===== src/rtl/instr_sequencer.sv =====
// instr_sequencer: fetch/decode/indirect/execute control sequencer; optional interrupt cycle via SEQ_INTERRUPT_EN
module instr_sequencer #(
    parameter int ADDR_W       = 12,
    parameter bit RESET_PC_CLR = 1'b1
) (
    input  logic        CLK,
    input  logic        RST_N,
    input  logic [15:0] IR,
    input  logic        memRDY,
    input  logic        AC_NEG,
    input  logic        AC_ZERO,
    input  logic        E_ZERO,
    input  logic        DR_ZERO,
`ifdef SEQ_INTERRUPT_EN
    input  logic        INTR,
    output logic        intAR0,
`endif
    output logic        irLD,
    output logic        irCLR,
    output logic        arLD,
    output logic [1:0]  arSrc,
    output logic        arINR,
    output logic        pcLD,
    output logic        pcINR,
    output logic        pcCLR,
    output logic        memRD,
    output logic        memWR,
    output logic [1:0]  wrSrc,
    output logic        drLD,
    output logic        drINR,
    output logic [3:0]  aluOp,
    output logic        acLD,
    output logic        halted,
    output logic [3:0]  state
);
    typedef enum logic [3:0] {
        F0, F1, DEC, IND, EX0, EX1, EX2, RR, HALT
`ifdef SEQ_INTERRUPT_EN
        , INT0, INT1
`endif
    } state_t;

    state_t     state_q, state_d;
    logic [3:0] top;
`ifdef SEQ_INTERRUPT_EN
    logic       ien_q, ien_d;
`endif

    assign state = state_q;

    // Next-state and strobe decode; reset overrides everything at the end
    always_comb begin
        irLD    = 1'b0;
        irCLR   = 1'b0;
        arLD    = 1'b0;
        arSrc   = 2'd0;
        arINR   = 1'b0;
        pcLD    = 1'b0;
        pcINR   = 1'b0;
        pcCLR   = 1'b0;
        memRD   = 1'b0;
        memWR   = 1'b0;
        wrSrc   = 2'd0;
        drLD    = 1'b0;
        drINR   = 1'b0;
        aluOp   = 4'd0;
        acLD    = 1'b0;
        halted  = 1'b0;
`ifdef SEQ_INTERRUPT_EN
        intAR0  = 1'b0;
        ien_d   = ien_q;
`endif
        state_d = state_q;
        top     = 4'hF;
        for (int b = 0; b < ADDR_W; b++) if (IR[b]) top = 4'(b);
        case (state_q)
            F0: begin
                arLD    = 1'b1;
                state_d = F1;
            end
            F1: begin
                memRD = 1'b1;
                if (memRDY) begin
                    irLD    = 1'b1;
                    pcINR   = 1'b1;
                    state_d = DEC;
                end
            end
            DEC: begin
                if (IR[14:12] != 3'd7) begin
                    arLD    = 1'b1;
                    arSrc   = 2'd1;
                    state_d = IR[15] ? IND : EX0;
                end else begin
                    state_d = RR;
                end
            end
            IND: begin
                memRD = 1'b1;
                if (memRDY) begin
                    arLD    = 1'b1;
                    arSrc   = 2'd2;
                    state_d = EX0;
                end
            end
            EX0: begin
                case (IR[14:12])
                    3'd0, 3'd1, 3'd2, 3'd6: begin
                        memRD = 1'b1;
                        if (memRDY) begin
                            drLD    = 1'b1;
                            state_d = EX1;
                        end
                    end
                    3'd3: begin
                        memWR = 1'b1;
                        if (memRDY) state_d = F0;
                    end
                    3'd4: begin
                        pcLD    = 1'b1;
                        state_d = F0;
                    end
                    3'd5: begin
                        memWR = 1'b1;
                        wrSrc = 2'd2;
                        if (memRDY) begin
                            arINR   = 1'b1;
                            state_d = EX1;
                        end
                    end
                    default: state_d = F0;
                endcase
            end
            EX1: begin
                if (IR[14:12] == 3'd6) begin
                    drINR   = 1'b1;
                    state_d = EX2;
                end else if (IR[14:12] == 3'd5) begin
                    pcLD    = 1'b1;
                    state_d = F0;
                end else begin
                    aluOp   = {1'b0, IR[14:12]} + 4'd1;
                    acLD    = 1'b1;
                    state_d = F0;
                end
            end
            EX2: begin
                memWR = 1'b1;
                wrSrc = 2'd1;
                if (memRDY) begin
                    pcINR   = DR_ZERO;
                    state_d = F0;
                end
            end
            RR: begin
                state_d = F0;
                if (!IR[15]) begin
                    if (top >= 4'd5 && top <= 4'd11) begin
                        aluOp = 4'd15 - top;
                        acLD  = 1'b1;
                    end
                    pcINR = (top == 4'd4 && !AC_NEG) || (top == 4'd3 && AC_NEG) ||
                            (top == 4'd2 && AC_ZERO) || (top == 4'd1 && E_ZERO);
                    if (top == 4'd0) state_d = HALT;
                end
`ifdef SEQ_INTERRUPT_EN
                else begin
                    if (IR == 16'hF080) ien_d = 1'b1;
                    if (IR == 16'hF040) ien_d = 1'b0;
                end
`endif
            end
            HALT: halted = 1'b1;
`ifdef SEQ_INTERRUPT_EN
            INT0: begin
                arLD    = 1'b1;
                arSrc   = 2'd1;
                intAR0  = 1'b1;
                pcCLR   = 1'b1;
                state_d = INT1;
            end
            INT1: begin
                memWR = 1'b1;
                wrSrc = 2'd2;
                if (memRDY) begin
                    pcINR   = 1'b1;
                    ien_d   = 1'b0;
                    state_d = F0;
                end
            end
`endif
            default: state_d = F0;
        endcase
`ifdef SEQ_INTERRUPT_EN
        if (state_d == F0 && ien_d && INTR) state_d = INT0;
`endif
        if (!RST_N) begin
            irLD   = 1'b0;
            irCLR  = 1'b1;
            arLD   = 1'b0;
            arSrc  = 2'd0;
            arINR  = 1'b0;
            pcLD   = 1'b0;
            pcINR  = 1'b0;
            pcCLR  = RESET_PC_CLR;
            memRD  = 1'b0;
            memWR  = 1'b0;
            wrSrc  = 2'd0;
            drLD   = 1'b0;
            drINR  = 1'b0;
            aluOp  = 4'd0;
            acLD   = 1'b0;
            halted = 1'b0;
`ifdef SEQ_INTERRUPT_EN
            intAR0 = 1'b0;
`endif
        end
    end

    // State register with synchronous active-low reset
    always_ff @(posedge CLK) begin
        if (!RST_N) begin
            state_q <= F0;
`ifdef SEQ_INTERRUPT_EN
            ien_q   <= 1'b0;
`endif
        end else begin
            state_q <= state_d;
`ifdef SEQ_INTERRUPT_EN
            ien_q   <= ien_d;
`endif
        end
    end
endmodule


===== config.mk =====
export PLATFORM = sky130hd
export DESIGN_NAME = instr_sequencer
export DESIGN_NICKNAME = d
export VERILOG_FILES = /design/src/rtl/instr_sequencer.sv
export SDC_FILE = /design/constraint.sdc
export NUM_CORES = 1
export LEC_CHECK = 0
export ABC_CLOCK_PERIOD_IN_PS = 1600
export CORE_MARGIN = 10
export CORE_UTILIZATION = 36
export CTS_CLUSTER_SIZE = 12
export DETAILED_ROUTE_END_ITERATION = 10
export GPL_ROUTABILITY_DRIVEN = 1
export PLACE_DENSITY = 0.8
export REMOVE_ABC_BUFFERS = 1
export SLEW_MARGIN = 0
export SYNTH_ARGS = -nofsm -noshare
export SYNTH_HDL_FRONTEND = slang
export SYNTH_SLANG_ARGS = --single-unit

===== constraint.sdc =====
create_clock -name CLK -period 1.6 [get_ports CLK]
set_input_delay 0.24 -clock CLK [delete_from_list [all_inputs] [get_ports CLK]]
set_output_delay 0.24 -clock CLK [all_outputs]
set_load 0.02 [all_outputs]

==> metrics.cfg, run 1 <==
[global_route]
overflow = 0
grt_max_degree = 11
antenna_found_initial = 0
grt_pass1_wl_um = 9630
track_usage = 0.237
grt_pass1_vias = 1818

[sta]
max_freq_mhz = 474
slew_headroom = 0.774
post-route-min-period_ns = 2.11
finalSetupViolations = 22
clock-skew-final_ns = 0.00704
drv_slew = 0
rsz0062_at_grt = true
hold_viol_final = 0
period_share = 1.32
setup_ws_ns = -0.510
holdWs_ns = 0.636
worst_pin_slew_ns = 0.334

[place]
port_buffers = 47
place_hpwl_um = 3410
dpl_cell_area_um2 = 1790
gp_congestion = 0.873

[min_path]
hold_start = RST_N
hold_path.class = input port to register
min_path_cells = 3
hold_path_end = state[3]

[setup_path]
worstRegToRegCells = 9
crit_family = compound AO/OA/AOI/OAI gates
start_kind = input port
critPathKind = input port to primary output
required_ns = 1.36
crit_buf_inv = 2
path_cells = buf_8 > nand2b_4 > a221oi_2 > o31a_4 > o21ba_4 > o211ai_1 > a211oi_1 > buf_2
ff2ff_setup_slack_ns = -0.20
r2r_start = state[1]
crit_fanout = 6
r2r-end = state[2]
cp-end-kind = primary output
critPathArrivalTime_ns = 1.87
cp_slowest_cell = a221oi_2
slowest_delay_ns = 0.31

[synthesis]
synthesis.area_um2 = 935
yosys.area_share.simple = 0.440
yosys.area.top_type = dfxtp_1
synth_top_family_by_area = simple AND/OR/NAND/NOR gates
synthXorXnorAreaFrac = 0.0187
yosysSeqAreaShare = 0.0857
synth_most_common_cell = nor2_1
ys_warn_count = 0
synthAdderAreaFrac = 0.0268
ys_ff_latch = 4
synth-compound-area-share = 0.317
syn_avg_cell_area_um2 = 6.58
synth_cells = 142
synth_cell_type_count = 55
synthFlopType = dfxtp_1
synth_common_cells = nor2_1, nand2_1, a21oi_1
synth_top_area_frac = 0.0857
synth_edf_count = 0
synthArstFlopShare = 0
synth_area_leaders = dfxtp_1, a21oi_1, nor2_1, nand2_1, nand2b_1
synthMuxAreaShare = 0.0120

[cells_and_area]
layout-drive-gt1-share = 0.673
nets = 281
final_cell_area_um2 = 2370
num_antenna_cells = 0
largest_reg_flops = 4
synthToLayoutAreaGrowth_pct = 154

[clocking]
path_clk_slew_ns = 0.05
cts_buffer_depth = 2
numCtsBuffers = 3
cts_tree = done
root_buffer = clkbuf_4
clk_latency_ns = 0.26
cts.hold.buffers_added = 0
cts-htree-levels = 1
cts.sinks = 4

[floorplanning]
core-area_um2 = 2480
die_height_um = 71.0
ios = 48
fp.dieW_um = 71.0
die_area_um2 = 5030
start_util = 0.377
rows = 18

[power]
power_switching_uw = 503
cell_internal_pwr_uw = 574
p_seq_frac = 0.124
vdd_ir_drop_max_v = 0.000593
p_per_area_nw_per_um2 = 454
p_sw_frac = 0.467
p_leak_nw = 1.08
pwr-share-clk = 0.148
total_power_mw = 1.08
comb_power_share = 0.728

[detailed_routing]
vias = 1861
via_per_inst = 6.55
finalWirelength_um = 7570
drtPass1Iterations = 6
route.antenna.remaining_nets = 0
drtIter0Drc = 156
avgRoutedWirePerCell_um = 26.7
drc = 0

[status]
status = complete, but fails checks
violations = setup timing

[job]
drv_cap = 0

power by group through the flow:
stage | combinational, mW | sequential [mW] | clock [mW]
after floorplan | 0.174 | 0.154 | 0
after detailed placement | 0.500 | 0.125 | 0
after global routing | 0.802 | 0.135 | 0.171
final | 0.784 | 0.134 | 0.159
after CTS | 0.617 | 0.128 | 0.126
after global placement | 0.487 | 0.125 | 0
worst reg2reg max path, delay by kind of cell (launching register included):
family	cells	cell delay [ns]
simple gates	3	0.45
buf+inv	3	0.44
compound gates	3	0.42
flops	1	0.35
metal layers:
metal / share of wire / track usage
met5: 0 / 0
met4: 0.089 / 0.142
met3: 0.11 / 0.0642
met2: 0.47 / 0.432
met1: 0.33 / 0.233
per-stage QoR:
step                utilization  cells  worst slack [ns]  TNS [ns]
CTS                       0.870    277            -0.325     -3.32
detailed placement        0.722    263             -1.18    -15.48
global placement          0.722    263             -1.11    -14.44
global route              0.957    284            -0.541     -6.74
finish                    0.957    284            -0.510     -5.93
floorplan                     -    132            -0.663     -5.33
area by class of cell:
type                            instances  area (um^2)
Multi-Input combinational cell        119         1150
Timing Repair Buffer                  119         1030
Fill cell                              63          106
Sequential cell                         4         95.1
Tap cell                               30         37.5
Inverter                                9         35.0
Clock buffer                            3         22.5
cell families after synthesis:
| logic type | after synthesis |
|---|---|
| simple gates | 72 |
| mux | 1 |
| flops | 4 |
| fa+ha+maj | 2 |
| compound gates | 42 |
| xor+xnor | 2 |
| buf+inv | 19 |
how the worst max path moves through the flow:
stage | from | to | depth (start not counted) | slack, ns
after CTS | state[0] | pcINR | 7 | -0.32
final | IR[1] | aluOp[0] | 8 | -0.51
after global placement | IR[0] | pcINR | 8 | -1.11
after floorplan | state[0] | pcLD | 5 | -0.66
after global routing | IR[1] | pcINR | 8 | -0.54
after detailed placement | IR[0] | pcINR | 8 | -1.18
layout by cell type (no fill, tap or decap), types with 5 or more instances in the layout:
master,count
nor2_2,7
buf_6,27
nor4_4,5
nand2_1,9
dlygate4sd2_1,13
buf_2,6
buf_4,63
nor2_4,5
a21oi_1,7
nor2_1,7
inv_1,8
timing repair:
item                       4_1_cts  5_1_grt
gates resized for setup        236       42
pin swaps                       36       23
setup endpoints to repair       29       23
setup buffers                   12        8
hold endpoints to repair         0        0
Power figures use the tool's default switching activity.
==> inputs of run 2 (changes only) <==
--- a/config.mk
+++ b/config.mk
@@ -7,6 +7,8 @@
 export LEC_CHECK = 0
 export ABC_CLOCK_PERIOD_IN_PS = 1600
+export CAP_MARGIN = 10
 export CORE_MARGIN = 10
 export CORE_UTILIZATION = 36
+export CTS_CLUSTER_DIAMETER = 100
 export CTS_CLUSTER_SIZE = 12
 export DETAILED_ROUTE_END_ITERATION = 10
==> constraint.sdc (replaced) <==
create_clock -name CLK -period 1.6 [get_ports CLK]
set_input_delay 0.4 -clock CLK [delete_from_list [all_inputs] [get_ports CLK]]
set_output_delay 0.4 -clock CLK [all_outputs]
set_load 0.02 [all_outputs]
==> metrics.cfg, run 2 <==
[status]
status = aborted with a tool error
lastStage = 5_1_grt
stop_error = [ERROR DPL-0038] Utilization greater than 100%, impossible to legalize

[synthesis]
synthesis.area_um2 = 935
synth_top_family_by_area = simple AND/OR/NAND/NOR gates
syn_avg_cell_area_um2 = 6.58
yosys.area_share.simple = 0.440
yosys.area.top_type = dfxtp_1
synthMuxAreaShare = 0.0120
yosysSeqAreaShare = 0.0857
ys_warn_count = 0
synthArstFlopShare = 0
ys_ff_latch = 4
synth_common_cells = nor2_1, nand2_1, a21oi_1
synth_area_leaders = dfxtp_1, a21oi_1, nor2_1, nand2_1, nand2b_1
synth_cell_type_count = 55
synthAdderAreaFrac = 0.0268
synth_most_common_cell = nor2_1
synthXorXnorAreaFrac = 0.0187
synthFlopType = dfxtp_1
synth-compound-area-share = 0.317
synth_edf_count = 0
synth_cells = 142
synth_top_area_frac = 0.0857

[clocking]
cts.sinks = 4
numCtsBuffers = 3
cts.hold.buffers_added = 0
cts-htree-levels = 1
root_buffer = clkbuf_4
cts_buffer_depth = 2

[floorplanning]
ios = 48
rows = 18
fp.dieW_um = 71.0
start_util = 0.377
die_height_um = 71.0

[sta]
worstEpCategory = output port
worstEndpointGrtRepair = pcINR

[place]
gp_congestion = 0.873
port_buffers = 47
place_hpwl_um = 3400

[global_route]
grt_max_degree = 9

==> run 2: cell counts after synthesis <==
Identical to the previous run, type by type.
==> run 2: cell families after synthesis <==
kind of cell	count (synthesis)
XOR/XNOR	2
AO/OA/AOI/OAI	42
buffers and inverters	19
AND/OR/NAND/NOR	72
adder cells (fa/ha/maj)	2
flip-flops	4
multiplexers	1
==> run 2: timing repair <==
action | 4_1_cts
gates resized for setup | 261
setup buffers | 19
pin swaps | 38
endpoints found under the setup margin | 29
==> run 2: metrics by stage <==
stage / std cells / TNS [ns] / instance area [um^2] / worst slack (ns) / hold WS [ns]
detailed placement: 263 / -23.15 / 1790 / -1.51 / 0.653
floorplan: 132 / -8.02 / 876 / -0.823 / 0.518
CTS: 285 / -7.06 / 2270 / -0.650 / 0.603
global placement: 263 / -21.86 / 1790 / -1.43 / 0.624
==> inputs of run 3 (changes only) <==
- ABC_CLOCK_PERIOD_IN_PS: 1600 -> 2080
- CORE_UTILIZATION: 36 -> 23
- CTS_CLUSTER_DIAMETER: 100 -> unset
- CTS_CLUSTER_SIZE: 12 -> unset
- PLACE_DENSITY: 0.8 -> unset
- PLACE_DENSITY_LB_ADDON: unset -> 0.15
- clock period: 1.6 -> 2.08 ns (I/O delays scaled with it)
==> metrics.cfg, run 3 (synthesis results as in run 1) <==
[global_route]
grt_pass1_vias = 1606
track_usage = 0.125
antenna_found_initial = 0
grt_max_degree = 9
overflow = 0
grt_pass1_wl_um = 7560
met3_usage = 0.0322
use_met1 = 0.144
grt.busiest_layer = met2
met2_usage = 0.217

[setup_path]
critPathKind = input port to primary output
r2r_start = state[0]
crit_fanout = 6
required_ns = 1.56
cp-end-kind = primary output
critPathLaunch = IR[3]
critPathArrivalTime_ns = 1.91
start_kind = input port

[detailed_routing]
drtIter0Drc = 36
route.antenna.remaining_nets = 0
vias = 1493
avgRoutedWirePerCell_um = 15.7
drc = 0
drtPass1Iterations = 3
via_per_inst = 4.94
finalWirelength_um = 4750

[place]
place_hpwl_um = 3340
dpl_cell_area_um2 = 1810
dpl.cell_count = 282
gp_congestion = 0.911
port_buffers = 47

[floorplanning]
die_area_um2 = 7010
start_util = 0.235
fp.dieW_um = 83.7
die_height_um = 83.7
rows = 23
core-area_um2 = 3970
ios = 48

[cells_and_area]
nets = 279
final_cell_area_um2 = 2260
largest_reg_flops = 4
layout_common_cells = buf_4, buf_6, a21oi_1
final_common_cell = buf_4
layout-drive-gt1-share = 0.675
num_antenna_cells = 0
layout.cells.non_filler = 302
synthToLayoutAreaGrowth_pct = 142

[clocking]
cts-htree-levels = 1
root_buffer = clkbuf_8
path_clk_slew_ns = 0.03
cts.sinks = 4
cts_tree = done
numCtsBuffers = 3
clk_latency_ns = 0.22
cts.hold.buffers_added = 0
cts_buffer_depth = 2

[job]
drv_cap = 0

[sta]
hold_viol_final = 0
clock-skew-final_ns = 0.00480
slew_headroom = 0.770
max_freq_mhz = 412
drv_slew = 0
rsz0062_at_grt = true
period_share = 1.17
holdWs_ns = 0.650
finalSetupViolations = 9
worst_pin_slew_ns = 0.340
setup_ws_ns = -0.347
post-route-min-period_ns = 2.43

[power]
p_per_area_nw_per_um2 = 326
vdd_ir_drop_max_v = 0.000180
p_leak_nw = 0.996
total_power_uw = 738

[min_path]
hold_start = state[2]
hold_path.class = register to register

[status]
status = complete, but fails checks
violations = setup timing

-- run 3: what timing repair did --
item | 4_1_cts | 5_1_grt
setup endpoints to repair | 21 | 19
resized for setup | 207 | 45
endpoints found under the hold margin | 0 | 0
setup buffers | 11 | 6
pin swaps | 24 | 25
-- run 3: critical path, stage by stage --
cell	delay, ns
buf_6	0.10
buf_6	0.11
a221oi_4	0.29
o31a_4	0.20
and3b_1	0.19
a311oi_2	0.23
o2bb2ai_1	0.10
buf_4	0.16
-- run 3: layer usage --
metal | vias to the layer above | share of wire
li1 | 737 | -
met1 | 698 | 0.41
met2 | 50 | 0.51
met3 | 8 | 0.057
met4 | 0 | 0.021
met5 | - | 0
-- run 3: area by class of cell --
| type | count | area (um^2) |
|---|---|---|
| Tap cell | 50 | 62.6 |
| Clock buffer | 3 | 41.3 |
| Sequential cell | 4 | 95.1 |
| Multi-Input combinational cell | 119 | 1060 |
| Timing Repair Buffer | 117 | 966 |
| Inverter | 9 | 35.0 |
| Fill cell | 371 | 1710 |
-- run 3: path summary, 6_finish.rpt --
check	slack, ns	cells past startpoint	to
setup / recovery	-0.35	8	pcINR
hold / removal	0.65	3	state[2]
setup reg to reg	0.25	11	state[2]
hold reg to reg	0.65	3	state[2]
-- run 3: power by group --
group / switching [mW] / internal (mW)
sequential: 0.0113 / 0.0857
combinational: 0.231 / 0.243
clock: 0.0431 / 0.124
-- run 3: metrics by stage --
| step | TNS (ns) | worst slack [ns] | utilization |
|---|---|---|---|
| 2_1_floorplan | -2.64 | -0.463 | - |
| 6_report | -1.65 | -0.347 | 0.570 |
| 3_5_place_dp | -16.67 | -1.26 | 0.455 |
| 3_3_place_gp | -16.40 | -1.22 | 0.455 |
| 4_1_cts | -1.75 | -0.359 | 0.531 |
| 5_1_grt | -2.41 | -0.416 | 0.570 |
